### src/rtl/pulse_ctrl_pkg.sv
// Shared types and helpers for the pulse measurement-window controller.
package pulse_ctrl_pkg;

  typedef enum logic [1:0] {
    IDLE  = 2'd0,
    CLEAR = 2'd1,
    GATE  = 2'd2,
    HOLD  = 2'd3
  } state_t;

  localparam int MAX_W = 32;

  // Increment v by inc, holding at 2^w-1; callers truncate back to w bits.
  function automatic logic [MAX_W-1:0] sat_inc(input logic [MAX_W-1:0] v,
                                               input logic inc,
                                               input int unsigned w);
    logic [MAX_W-1:0] lim;
    lim = (w >= MAX_W) ? '1 : ((MAX_W'(1) << w) - MAX_W'(1));
    sat_inc = (inc && v != lim) ? v + MAX_W'(1) : v;
  endfunction

endpackage

### src/rtl/gate_timer.sv
// Gate-length down-counter: load arms a full window, en counts it down, done marks the last cycle.
module gate_timer #(
  parameter int WINDOW_CYCLES = 1000
) (
  input  logic clk,
  input  logic rst_n,
  input  logic load,
  input  logic en,
  output logic done
);

  localparam int TW = $clog2(WINDOW_CYCLES);

  logic [TW-1:0] value;

  always_ff @(posedge clk) begin
    if (!rst_n)                value <= '0;
    else if (load)             value <= TW'(WINDOW_CYCLES - 1);
    else if (en && value != '0) value <= value - TW'(1);
  end

  assign done = (value == '0);

endmodule

### src/rtl/pulse_window_ctrl.sv
// Measurement-window controller: clear, gate a fixed number of cycles while counting
// events with saturation, then hold the latched total under a valid/ack handshake.
module pulse_window_ctrl
  import pulse_ctrl_pkg::*;
#(
  parameter int WINDOW_CYCLES = 1000,
  parameter int CNT_W         = 8,
  parameter bit AUTO_RESTART  = 1'b0
) (
  input  logic             CLK,
  input  logic             Reset,
  input  logic             Start,
  input  logic             Stop,
  input  logic             Pulse_ev,
  input  logic             Result_ack,
  output logic [CNT_W-1:0] Result,
  output logic             Result_valid,
  output logic             Overflow,
  output logic             Gate_active,
  output logic             Busy
);

  state_t           state, state_nxt;
  logic [CNT_W-1:0] count, count_inc;
  logic             ovf, hit, tmr_done;

  gate_timer #(.WINDOW_CYCLES(WINDOW_CYCLES)) u_timer (
    .clk   (CLK),
    .rst_n (Reset),
    .load  (state == CLEAR),
    .en    (state == GATE),
    .done  (tmr_done)
  );

  assign count_inc = CNT_W'(sat_inc(MAX_W'(count), Pulse_ev, CNT_W));
  assign hit       = Pulse_ev && (count == '1);

  always_comb begin
    state_nxt = state;
    unique case (state)
      IDLE:  if (Start && !Stop) state_nxt = CLEAR;
      CLEAR: state_nxt = GATE;
      GATE: begin
        if (Stop)          state_nxt = IDLE;
        else if (tmr_done) state_nxt = HOLD;
      end
      HOLD:  if (Result_ack) state_nxt = (AUTO_RESTART && !Stop) ? CLEAR : IDLE;
      default: state_nxt = IDLE;
    endcase
  end

  // Gate_active/Busy are registered from the next state so they line up with state.
  always_ff @(posedge CLK) begin
    if (!Reset) begin
      state        <= IDLE;
      count        <= '0;
      ovf          <= 1'b0;
      Result       <= '0;
      Result_valid <= 1'b0;
      Overflow     <= 1'b0;
      Gate_active  <= 1'b0;
      Busy         <= 1'b0;
    end else begin
      state       <= state_nxt;
      Gate_active <= (state_nxt == GATE);
      Busy        <= (state_nxt != IDLE);
      unique case (state)
        CLEAR: begin
          count <= '0;
          ovf   <= 1'b0;
        end
        GATE: begin
          count <= count_inc;
          ovf   <= ovf | hit;
          // Final gate cycle: the pulse arriving now is folded into the latched total.
          if (tmr_done && !Stop) begin
            Result       <= count_inc;
            Overflow     <= ovf | hit;
            Result_valid <= 1'b1;
          end
        end
        HOLD: if (Result_ack) Result_valid <= 1'b0;
        default: ;
      endcase
    end
  end

endmodule

### config.mk
export PLATFORM = sky130hd
export DESIGN_NAME = pulse_window_ctrl
export DESIGN_NICKNAME = d
export VERILOG_FILES = /design/src/rtl/pulse_ctrl_pkg.sv /design/src/rtl/gate_timer.sv /design/src/rtl/pulse_window_ctrl.sv
export SDC_FILE = /design/constraint.sdc
export NUM_CORES = 1
export LEC_CHECK = 0
export ABC_AREA = 0
export ABC_CLOCK_PERIOD_IN_PS = 2500
export BUFFER_PORTS_ARGS = -buffer_cell sky130_fd_sc_hd__buf_4
export CELL_PAD_IN_SITES_DETAIL_PLACEMENT = 1
export CELL_PAD_IN_SITES_GLOBAL_PLACEMENT = 1
export CORE_ASPECT_RATIO = 0.6
export CORE_MARGIN = 2
export CORE_UTILIZATION = 43
export DETAILED_ROUTE_END_ITERATION = 12
export PLACE_DENSITY = 0.87
export REMOVE_ABC_BUFFERS = 1
export SYNTH_ARGS = -nofsm -noshare
export SYNTH_HDL_FRONTEND = slang
export SYNTH_SLANG_ARGS = --single-unit
### constraint.sdc
create_clock -name CLK -period 2.5 [get_ports CLK]
set_clock_uncertainty 0.1 [all_clocks]
set_input_delay 0.375 -clock CLK [delete_from_list [all_inputs] [get_ports CLK]]
set_output_delay 0.375 -clock CLK [all_outputs]
set_load 0.02 [all_outputs]
After elaboration in Yosys (flattened, before gate mapping):

Cells that the tools add are included.

* logic and storage cells: 51
* bits in registers: 33
* output and inout bits: 12

* mux-type cells: 13
* reductions and logical operators: 16
* equal/unequal tests: 8
* bitwise gates (word level): 2
* $add $sub $neg: 2

Operators with widths (count)
* $mux 10: 2
* $pmux 8 s2: 1
* $logic_not 10->1: 1
* $reduce_bool 10->1: 1
* $sub 10x1->10 const B: 1
* $add 8x1->8 const B: 1
* $eq 8x8->1 const B: 1
* $mux 2: 4
* $mux 8: 1
* $ne 8x8->1 const B: 1
* $pmux 2 s4: 1
* $reduce_bool 2->1: 4
* $eq 2x2->1 const B: 3
* $logic_and 1x1->1: 5
* $ne 2x2->1 const B: 2
* $pmux 1 s2: 2
* $reduce_and 3->1: 1
* $eq 2x1->1 const B: 1
* $logic_not 2->1: 1
* $mux 1: 2
* $reduce_and 2->1: 1
* $reduce_or 2->1: 1
* $logic_not 1->1: 1
* $not 1->1: 1
* $or 1x1->1: 1

Depth between registers and ports, before layout:

* depth in word-level cells: 5
* gate-level depth with buffers: 7
* mapped depth without buffers: 7

Modules after synthesis:

Synthesis repeated with hierarchy kept, for this count alone.

* cell total of the unflattened synthesis: 193
* area total of the unflattened synthesis: 1729.2 µm²

By module, submodules not included
* pulse_window_ctrl: seq. area each 460.4 µm², instances 1, cells an instance 131, area each 1172.4 µm²
* gate_timer: seq. area each 200.2 µm², instances 1, cells an instance 62, area each 556.8 µm²

Worst setup path before layout:

No wires, ideal clock.

* path kind: reg-to-reg
* start point: register state[0]
* end point: register u_timer.value[7]
* data arrival time: 2054 ps
* data required time: 2326 ps
* cell stages (with the launch flop): 7
* slack: 271 ps
* buffers on the path: 0
* setup time: 74 ps
* cell sequence: dfxtp_1 > inv_1 > ha_1 > or4b_4 > a211o_1 > or4b_1 > a31oi_1

* cells in the longest elaborated chain, start to end: 3
* elaborated cells on any way between the ends: 5
* classes of those cells: eq/ne: 2; mux: 1; reduce/logical: 2

RTL lines
* start: declaration: RTL line pulse_window_ctrl.sv:23 `state_t state, state_nxt;`
* start signal: assignment: RTL line pulse_window_ctrl.sv:64 `state <= state_nxt;`
* $eq 2x2->1: RTL line pulse_window_ctrl.sv:31 `.en (state == GATE),`
* $logic_and 1x1->1: RTL line gate_timer.sv:19 `else if (en && value != '0) value <= value - TW'(1);`
* $reduce_bool 2->1 (no source line)
* end signal: assignment: RTL line gate_timer.sv:18 `else if (load) value <= TW'(WINDOW_CYCLES - 1);`
* end signal: assignment: RTL line gate_timer.sv:19
* end: declaration: RTL line gate_timer.sv:14 `logic [TW-1:0] value;`

Parallel ways exist; a longest one is shown, timed or not.
A chain may end at the register's enable or synchronous reset.

Worst setup path after layout:

* start point: register state[0]
* end point: register Busy

* cells in the longest elaborated chain, start to end: 4
* elaborated cells on any way between the ends: 10
* classes of those cells: eq/ne: 3; mux: 5; reduce/logical: 2

RTL lines
* $mux 2: RTL line pulse_window_ctrl.sv:45 `else if (tmr_done) state_nxt = HOLD;`
* $mux 2: RTL line pulse_window_ctrl.sv:44 `if (Stop) state_nxt = IDLE;`
* $pmux 2 s4 (*): RTL line pulse_window_ctrl.sv:40 `unique case (state)`
* $reduce_bool 2->1 (*): RTL line pulse_window_ctrl.sv:66 `Busy <= (state_nxt != IDLE);`
* end signal: assignment: RTL line pulse_window_ctrl.sv:66
* end: declaration: RTL line pulse_window_ctrl.sv:20 `output logic Busy`

Every way passes the cells marked *; elsewhere a longest branch is shown, timed or not.

==> flow_summary_export.csv <==
group,metric,value,unit
synthesis,syn_inst,203,
synthesis,synth_top_area_share,0.388,
die,io_pins,18,
global_routing,grt_pass1_vias,1647,
job,maxCapViolations,0,
timing,setup_tns,0,ns
clocking,clk_latency,0.29,ns
setup_path,critPathKind,"flip-flop to flip-flop",
setup_path,endpoint,"Busy",
final_layout,antenna_cells,0,
synthesis,synth_top_cells_by_area,"dfxtp_1 39%, a31oi_1 4.4%, ha_1 4.4%",
timing,min_period_over_period,0.940,
setup_path,critical_path.startpoint_type,"flip-flop",
global_routing,grt_max_degree,18,
power_and_ir_drop,cellPowerDensity,582,mW/mm²
synthesis,ys_ff_latch,33,
synthesis,ys.flop_type,"dfxtp_1",
global_routing,grt_first_pass_wirelength,8520,µm
setup_path,cpPeakStageDelay,0.43,ns
setup_path,crit_start,"state[0]",
timing,period_needed,2.35,ns
die,initial_core_util,0.457,
place,place_congestion,0.937,
timing,hold_ws,0.188,ns
power_and_ir_drop,leakagePower,0.000722,µW
setup_path,crit_arrival,2.48,ns
timing,slew_violations,0,
synthesis,yosys_warnings,0,
global_routing,antenna_found_initial,0,
timing,hold_violations,0,
final_layout,final_util,0.535,
clocking,cts-htree-levels,2,
clocking,post_cts_buffers,0,
setup_path,r2r-start,"state[0]",
place,hpwl,3600,µm
detailed_routing,drtPass1Iterations,4,
synthesis,synth.largest_area_cell,"dfxtp_1",
synthesis,synth_cell_types,47,
synthesis,async_flop_share,0,
detailed_routing,detail_route.wl_per_cell,18.6,µm
die,design.die.area,0.00450,mm²
setup_path,cp_cell_sequence,"inv_1 > ha_1 > buf_4 > nor2b_1 > nand4_1 > a221o_1 > inv_1 > a21o_1",
final_layout,layout-drive-gt1-share,0.152,
clocking,cts_root_buf,"clkbuf_8",
detailed_routing,vias,1658,
place,dpl_worst_slack,0.209,ns
die,core-area,0.00372,mm²
final_layout,nets,235,
setup_path,path_buf_inv,3,
detailed_routing,wirelength,5050,µm
timing,setup_viol,0,
timing,max_freq,426,MHz
setup_path,path_depth,8,
final_layout,syn_to_final_growth,17.0,%
clocking,holdBufCountCts,0,
setup_path,cp_slowest_cell,"a221o_1",
final_layout,final_area,0.00199,mm²
synthesis,syn-mean-instance-area,8.39,µm²
hold_path,hold_class,"input pin to flip-flop",
place,dpl_cell_area,0.00189,mm²
clocking,numCtsBuffers,5,
setup_path,cp-end-kind,"flip-flop",
timing,relSlewSlack,0.602,
setup_path,worstPathMaxFanout,15,
timing,worst_slack,0.150,ns
synthesis,netlist_area,0.00170,mm²
clocking,cts_tree,"built",
setup_path,cpLargestDelayFamily,"simple AND/OR/NAND/NOR gates",
setup_path,reg2reg_to,"Busy",
clocking,path_clk_slew,0.07,ns
detailed_routing,drc,0,
global_routing,grt_use_total,0.247,
clocking,clkSinkCount,33,
detailed_routing,ant_nets,0,
global_routing,overflow,0,
synthesis,synth_edf_count,0,
clocking,cts_buffer_depth,2,
power_and_ir_drop,vdd_drop_max,0.000336,V
setup_path,worstRegToRegCells,8,
detailed_routing,drt_iter0_markers,82,
die,dieHeight,52.7,µm
place,io_buffers,17,
synthesis,yosysSeqAreaShare,0.388,
clocking,cts_resized,0,
die,die_x,85.2,µm
die,rows,17,
timing,tightest_slew,0.595,ns
detailed_routing,avgViaCountPerCell,6.12,
setup_path,crit_top_cell,"inv_1",
setup_path,rrSetupSlack,0.15,ns
timing,rsz0062_at_grt,"false",
run_status,status,"completed",
setup_path,required,2.63,ns
## state kept, by name (all words and copies together) (netlist names)
| name | count |
|---|---|
| Result_valid | 1 |
| Overflow | 1 |
| u_timer.value | 10 |
| Result | 8 |
| state | 2 |
| Busy | 1 |
| ovf | 1 |
| count | 8 |
| Gate_active | 1 |
## worst min path at each step
stage | startpoint | end | slack, ns | depth (start not counted)
floorplan | ovf | ovf | 0.34 | 2
global placement | Result[3] | Result[3] | 0.35 | 2
detailed placement | Result[3] | Result[3] | 0.35 | 2
CTS | Result_ack | Result_valid | 0.18 | 2
global route | Result_ack | Result_valid | 0.21 | 2
finish | Result_ack | Result_valid | 0.19 | 2
## through the flow
stage,total power [µW],std cells
4_1_cts,1160,271
5_1_grt,1210,271
3_5_place_dp,716,263
6_report,1160,271
3_3_place_gp,710,263
2_1_floorplan,660,194
## report_power, final
group	internal (µW)	total [µW]	switching (µW)
clock	249	451	202
combinational	57.4	144	86.8
sequential	542	566	24.0
## worst register-to-register path, cell delays in order, from the launching register on
cell	delay [ns]
dfxtp_1	0.35
inv_1	0.10
ha_1	0.19
buf_4	0.22
nor2b_1	0.40
nand4_1	0.33
a221o_1	0.43
inv_1	0.09
a21o_1	0.09
## layout by cell type (no fill, tap or decap), drive strengths merged, types with 2 or more instances in the layout
master	count
a21o	2
mux2i	3
nand3	14
xor2	2
o21ai	15
o31ai	2
a311oi	2
nor2b	3
a21oi	14
xnor2	2
or4b	2
a31oi	12
a211o	2
and3	3
and4	3
or4	4
a211oi	3
o41ai	2
or2	2
nor3	3
clkbuf	7
inv	11
nand4	7
dfxtp	33
ha	6
nor2	10
buf	22
nand2	16
## cells in the mapped netlist, types with 4 or more instances
cell type / count
dfxtp_1: 33
nand2_1: 16
a21oi_1: 14
nand3_1: 14
a31oi_1: 12
o21ai_1: 12
inv_1: 11
nor2_1: 10
clkbuf_1: 8
nand4_1: 7
ha_1: 6
or4_1: 4
## cells by family (layout without fill, tap and decap cells)
logic type / after synthesis / after routing / synth area share
compound gates: 60 / 60 / 0.219
xor+xnor: 4 / 4 / 0.0206
fa+ha+maj: 6 / 6 / 0.0441
buf+inv: 20 / 41 / 0.0448
flops: 33 / 33 / 0.388
mux: 4 / 4 / 0.0242
simple gates: 76 / 76 / 0.259
## per-layer routing
metal | global-route usage | part of all wire | vias up | wire, µm
met2 | 0.370 | 0.42 | 44 | 2130
met3 | 0.0425 | 0.045 | 7 | 228
met5 | 0 | 0 | - | 0
met4 | 0.0608 | 0.0075 | 0 | 38
met1 | 0.365 | 0.52 | 810 | 2640
li1 | - | - | 797 | -
## area by class of cell
class / instances / area (µm²)
Inverter: 11 / 41.3
Clock buffer: 7 / 96.3
Clock inverter: 1 / 5.00
Timing Repair Buffer: 22 / 165
Tap cell: 47 / 58.8
Multi-Input combinational cell: 150 / 966
Sequential cell: 33 / 661
Fill cell: 466 / 1730
Power figures use the tool's default switching activity.
